--- src/rtl/aes_disp_pkg.sv ---
// Shared phase codes, display constants and FSM state type for the AES
// phase sequencer and its display consumers.
package aes_disp_pkg;

    localparam logic [3:0] PH_IDLE       = 4'd0;
    localparam logic [3:0] PH_LOAD       = 4'd1;
    localparam logic [3:0] PH_ROUND_BASE = 4'd1;
    localparam logic [3:0] PH_DONE       = 4'd12;
    localparam logic [3:0] PH_ERROR      = 4'd15;

    localparam int N_ROUNDS_DEF = 10;

    localparam logic [7:0] DISP_ERROR = 8'hEE;

    typedef enum logic [2:0] {
        ST_IDLE,
        ST_LOAD,
        ST_ROUND,
        ST_DONE,
        ST_ERROR
    } state_t;

endpackage

--- src/rtl/phase_watchdog.sv ---
// Stall watchdog: counts enabled cycles since the last clear and flags
// expiry once the count reaches TIMEOUT-1.
module phase_watchdog #(
    parameter int TIMEOUT = 1024
) (
    input  logic clk,
    input  logic rst,
    input  logic clear,
    input  logic enable,
    output logic expired
);

    localparam int CW = (TIMEOUT > 1) ? $clog2(TIMEOUT) : 1;
    localparam logic [CW-1:0] LIMIT = CW'(TIMEOUT - 1);

    logic [CW-1:0] count;

    always_ff @(posedge clk) begin
        if (rst || clear || !enable) begin
            count <= '0;
        end else if (count != LIMIT) begin
            count <= count + 1'b1;
        end
    end

    assign expired = enable && (count == LIMIT);

endmodule

--- src/rtl/aes_phase_sequencer.sv ---
// Sequences one AES-128 run: start pulse, round tracking, result latch,
// byte stepping for the display, and stall detection.
module aes_phase_sequencer
    import aes_disp_pkg::*;
#(
    parameter int N_ROUNDS = N_ROUNDS_DEF,
    parameter int TIMEOUT  = 1024
) (
    input  logic         clk,
    input  logic         rst,
    input  logic         start,
    input  logic         set,
    input  logic         aes_round_tick,
    input  logic         aes_done,
    input  logic [127:0] aes_result,
    output logic         aes_start,
    output logic         busy,
    output logic [3:0]   cur_phase,
    output logic [7:0]   seven_num
);

    localparam logic [3:0] LAST_ROUND = 4'(N_ROUNDS);

    state_t       state, state_n;
    logic [3:0]   round, round_n;
    logic [3:0]   byte_idx, byte_idx_n;
    logic [127:0] result, result_n;
    logic [3:0]   phase_n;
    logic [7:0]   seven_n;
    logic [7:0]   round_disp;
    logic         wd_clear, wd_enable, wd_expired;

    assign wd_enable = (state == ST_LOAD) || (state == ST_ROUND);
    assign wd_clear  = (state_n != state) || aes_round_tick;

    phase_watchdog #(
        .TIMEOUT(TIMEOUT)
    ) u_watchdog (
        .clk    (clk),
        .rst    (rst),
        .clear  (wd_clear),
        .enable (wd_enable),
        .expired(wd_expired)
    );

    always_comb begin
        state_n    = state;
        round_n    = round;
        byte_idx_n = byte_idx;
        result_n   = result;
        case (state)
            ST_IDLE, ST_DONE, ST_ERROR: begin
                if (start) begin
                    state_n    = ST_LOAD;
                    round_n    = '0;
                    byte_idx_n = '0;
                end else if ((state == ST_DONE) && set) begin
                    byte_idx_n = byte_idx + 4'd1;
                end
            end
            ST_LOAD: begin
                if (aes_done || wd_expired) begin
                    state_n = ST_ERROR;
                end else begin
                    state_n = ST_ROUND;
                    round_n = 4'd1;
                end
            end
            ST_ROUND: begin
                // done outranks a coincident tick, but only counts on the last round
                if (aes_done) begin
                    if (round == LAST_ROUND) begin
                        state_n  = ST_DONE;
                        result_n = aes_result;
                    end else begin
                        state_n = ST_ERROR;
                    end
                end else if (aes_round_tick) begin
                    if (round < LAST_ROUND) begin
                        round_n = round + 4'd1;
                    end else begin
                        state_n = ST_ERROR;
                    end
                end else if (wd_expired) begin
                    state_n = ST_ERROR;
                end
            end
            default: state_n = ST_IDLE;
        endcase
    end

    // Outputs are derived from next-state values so they register alongside the state.
    always_comb begin
        phase_n    = PH_IDLE;
        seven_n    = '0;
        round_disp = (round_n >= 4'd10) ? {4'd1, round_n - 4'd10} : {4'd0, round_n};
        case (state_n)
            ST_IDLE:  begin phase_n = PH_IDLE;  seven_n = '0; end
            ST_LOAD:  begin phase_n = PH_LOAD;  seven_n = '0; end
            ST_ROUND: begin
                phase_n = PH_ROUND_BASE + round_n;
                seven_n = round_disp;
            end
            ST_DONE: begin
                phase_n = PH_DONE;
                // top bit of byte i sits at 127-8*i == {~i, 3'b111}
                seven_n = result_n[{~byte_idx_n, 3'b111} -: 8];
            end
            ST_ERROR: begin phase_n = PH_ERROR; seven_n = DISP_ERROR; end
            default:  begin phase_n = PH_IDLE;  seven_n = '0; end
        endcase
    end

    always_ff @(posedge clk) begin
        if (rst) begin
            state     <= ST_IDLE;
            round     <= '0;
            byte_idx  <= '0;
            result    <= '0;
            cur_phase <= PH_IDLE;
            seven_num <= '0;
            busy      <= 1'b0;
            aes_start <= 1'b0;
        end else begin
            state     <= state_n;
            round     <= round_n;
            byte_idx  <= byte_idx_n;
            result    <= result_n;
            cur_phase <= phase_n;
            seven_num <= seven_n;
            busy      <= (state_n == ST_LOAD) || (state_n == ST_ROUND);
            aes_start <= (state_n == ST_LOAD);
        end
    end

endmodule

--- config.mk ---
export PLATFORM = sky130hd
export DESIGN_NAME = aes_phase_sequencer
export DESIGN_NICKNAME = d
export VERILOG_FILES = /design/src/rtl/aes_disp_pkg.sv /design/src/rtl/phase_watchdog.sv /design/src/rtl/aes_phase_sequencer.sv
export SDC_FILE = /design/constraint.sdc
export NUM_CORES = 1
export LEC_CHECK = 0
export ABC_AREA = 1
export CAP_MARGIN = 40
export CORE_MARGIN = 5
export CORE_UTILIZATION = 55
export DETAILED_ROUTE_END_ITERATION = 8
export MAX_ROUTING_LAYER = met4
export PLACE_DENSITY = 0.9
export SLEW_MARGIN = 5
export SYNTH_ARGS = -nofsm -noshare
export SYNTH_HDL_FRONTEND = slang
export SYNTH_SLANG_ARGS = --single-unit
--- constraint.sdc ---
create_clock -name clk -period 6.55 [get_ports clk]
set_clock_uncertainty 0.1 [all_clocks]
set_input_delay 1.31 -clock clk [delete_from_list [all_inputs] [get_ports clk]]
set_output_delay 1.31 -clock clk [all_outputs]
set_load 0.05 [all_outputs]
==> reports/results.md <==
| Group | Item | This run |
|:---|:---|:---|
| clock tree | Hold_buf cts | 0 |
| yosys | Synthesized area divided by synthesized cell count | 6.63 um^2 |
| yosys | Number of distinct library cells after synthesis | 33 |
| clock tree | Root Driver | clkbuf_16 |
| clock tree | Number of buffers created by CTS | 17 |
| global routing | Number of antenna violations at the first check in global routing | 1 |
| sta | Endpoints failing setup | 0 |
| global routing | Via count of the first global-routing pass | 7542 |
| clock tree | H-tree levels | 4 |
| clock tree | Post-CTS setup buffer count | 0 |
| yosys | Warnings from Yosys | 0 |
| routing | Ratio of routed vias to standard cells | 5.48 |
| global routing | Global routing usage on met1 | 35.5% |
| setup path | Slowest cell delay on critical path | 0.74 ns |
| setup path | Critical path capture point | seven_num[5]$_SDFF_PP0_ |
| global routing | GRT Resource Usage Total | 27.4% |
| floorplan | Die Wd | 129 um |
| yosys | Post-Synthesis Net Count | 1315 |
| yosys | Fraction of post-synthesis cell area in the top cell type by area | 42.0% |
| clock tree | Worst-Skew Late Latency | 0.43 ns |
| yosys | Commonest cells post-synth | 469 x nand2_1, 163 x dfxtp_1, 152 x a21oi_1, 123 x nand3_1, 51 x nor2_1 |
| setup path | Startpoint type of the worst setup path | input pin |
| finish | Share of post-route cells with drive strength above 1 | 4.80% |
| setup path | Worst R2R Setup Slack | 3.35 ns |
| floorplan | Top-Level Pins | 148 |
| setup path | Reg-to-Reg Start | state[2]$_SDFF_PP0_ |
| power | Maximum vdd ir drop | 0.000182 V |
| power | Static Leak | 4.28 nW |
| floorplan | Placement Rows | 43 |
| yosys | Synthesis-stage register bit count | 163 |
| clock tree | CTS tree | built |
| placed design | Half-perimeter wire length after detailed placement | 15200 um |
| routing | Average wire per standard cell | 15.0 um |
| routing | Total vias in the final route | 8078 |
| finish | Net count, final | 1424 |
| setup path | CP Capture Type | register |
| finish | Layout-stage area growth over the synthesis result | 27.1% |
| setup path | Max stage delay cell, worst path | nor2_4 |
| yosys | Share of flip-flops with an asynchronous set or reset | 0% |
| sta | Final-layout setup total negative slack | 0 ns |
| power | Power density normalized to cell area | 215 nW/um^2 |
| floorplan | Core ar. | 13900 um^2 |
| setup path | Type of the worst setup path | in2reg |
| placed design | Routability-driven placement congestion ratio | 0.913 |
| setup path | Data required time at the worst endpoint | 6.75 ns |
| floorplan | Overall die height | 129 um |
| sta | Number of failing hold endpoints at the final stage | 0 |
| yosys | Top cells by area, synth | dfxtp_1 42%, nand2_1 23%, a21oi_1 9.8% |
| yosys | Number of enable flip-flop cells after synthesis | 0 |
| routing | Final antenna-violating net count | 0 |
| sta | Final min period | 3.85 ns |
| setup path | Worst Reg2Reg Path Length in Cells | 13 |
| global routing | Wire length of the first global-routing pass | 35500 um |
| floorplan | Starting utilization of the core area | 56.0% |
| finish | Post-route insts no fill | 1474 |
| placed design | Number of input and output port buffers inserted | 147 |
| status | Outcome | completed |
| placed design | Number of cells after detailed placement | 1443 |
| yosys | Post-synth top area cell | dfxtp_1 |
| clock tree | Clock sink count | 163 |
| min path | Tightest Hold Check Type | reg2reg |
| global routing | Top Usage Layer GRT | met2 |
| flow run | Max cap viols | 0 |
| setup path | Critical register-to-register path endpoint | seven_num[5]$_SDFF_PP0_ |
| yosys | Gate count after technology mapping | 1173 |
| setup path | Worst EP arrival | 4.04 ns |
| yosys | Most instantiated flip-flop cell in the synthesis netlist | dfxtp_1 |
| global routing | Largest net degree at the start of global routing | 92 |
| routing | Number of design-rule violations left by the first detailed-router iteration | 808 |
| clock tree | Clock transition at the registers of the reported paths | 0.06 ns |
| yosys | Post-synthesis cell area | 7780 um^2 |
| routing | Detailed-routing iteration count for the pre-antenna-repair pass | 5 |
| yosys | Portion of the post-synthesis area used by sequential elements | 42.0% |
| global routing | Met3 usage in global routing | 6.19% |
| sta | Worst Max-Slew Pin Slew | 0.959 ns |
| global routing | Global-route met2 utilization | 42.4% |
| setup path | Crit Path Max Fanout | 35 |
| clock tree | Number of resized instances in the post-cts repair step | 0 |
| clock tree | Maximum buffer depth of the clock tree | 2 |
| setup path | Critical path launch point | start |
| sta | Slew Limit Fails | 0 |
| routing | DRC | 0 |
| sta | Final period util | 58.7% |
| yosys | Count leader, synth | nand2_1 |
| sta | RSZ-0062 raised after global routing | no |
| floorplan | Total die area | 16600 um^2 |
| setup path | Cell breakdown of the critical path | clkdlybuf4s50_1 > nand2_2 > nand2_1 > nor2_4 > inv_2 > a21oi_1 > o21ai_0 > nand3_1 > nand3_1 > nand2_1 > a21oi_1 |
| routing | Total length of routed wires | 22100 um |
| global routing | Remaining global-route overflow | 0 |
| sta | Worst slew margin relative to its limit | 35.9% |
| sta | Fmax achieved | 0.260 GHz |
==> per-layer routing <==
layer  wire length, um  share of wire (%)
met3              1760                7.9
met1              9520                 43
met4               464                2.1
met5                 0                  0
met2             10300                 47
==> cell families (layout without fill, tap and decap cells) <==
kind of cell	count (synthesis)	count (layout)	share of synthesized area [%]
and+or+nand+nor	674	674	35.8
AOI/OAI and AO/OA	212	212	14.1
DFF	163	163	42.0
buffers and inverters	108	228	5.92
adders and majority gates	8	8	1.29
xor gates and xnor gates	8	8	0.901
other	0	1	0
==> stage by stage <==
stage,util [%],power (W),area [um^2],hold slack [ns],worst slack [ns]
after global routing,71.2,0.00218,9880,0.384,2.45
after CTS,71.2,0.00213,9880,0.370,2.78
final,71.2,0.00212,9880,0.368,2.70
after floorplan,-,0.00108,7780,0.346,3.54
after global placement,66.5,0.00118,9230,0.356,2.28
after detailed placement,67.1,0.00118,9320,0.360,2.35
==> critical path, delay by kind of cell <==
kind	cells	cell delay, ns
buf+inv	2	0.97
simple gates	6	1.30
compound gates	3	0.45
==> how the worst min path moves through the flow <==
stage                                      from               endpoint  slack [ns]  cells past startpoint
after floorplan           result[16]$_SDFF_PP0_  result[16]$_SDFF_PP0_        0.35                      2
after global placement    result[48]$_SDFF_PP0_  result[48]$_SDFF_PP0_        0.36                      2
after detailed placement  result[24]$_SDFF_PP0_  result[24]$_SDFF_PP0_        0.36                      2
after CTS                  result[2]$_SDFF_PP0_   result[2]$_SDFF_PP0_        0.37                      2
after global routing      result[43]$_SDFF_PP0_  result[43]$_SDFF_PP0_        0.38                      2
final                     result[53]$_SDFF_PP0_  result[53]$_SDFF_PP0_        0.37                      2
==> power breakdown <==
group          switching (W)  leakage [nW]  total, W  internal, W
clock               0.000392         0.263  0.000960     0.000568
sequential        0.00000345          1.31   0.00100     0.000996
combinational      0.0000738          2.70  0.000162    0.0000877
==> sequential cells by signal, indices dropped and copies added (netlist names) <==
signal            cells
byte_idx              4
busy                  1
aes_start             1
state                 3
cur_phase             4
round                 4
u_watchdog.count     10
seven_num             8
result              128
==> cell usage in the layout (no fill, tap or decap), types with 3 or more instances in the layout <==
master / count
nand2_1: 469
dfxtp_1: 163
a21oi_1: 152
clkdlybuf4s50_1: 146
nand3_1: 123
nor2_1: 51
o21ai_0: 41
inv_1: 37
clkbuf_16: 17
o21ai_1: 8
ha_1: 8
nand4_1: 7
or2_2: 6
inv_2: 6
xnor2_1: 5
o211ai_1: 5
nor2_4: 4
nand2_2: 4
clkbuf_1: 4
buf_4: 4
xor2_1: 3
clkinvlp_4: 3
buf_12: 3
==> cell type report <==
type                    instances  area, um^2
inverters                      43         161
clock inverters                 8         105
flip-flops and latches        163        3260
diodes                          1        2.50
repair buffers                155        1610
fillers                      1142        4000
clock buffers                  22         454
multi-input cells             902        4060
well taps                     180         225
Note: power is estimated with default switching activity, not from simulation.
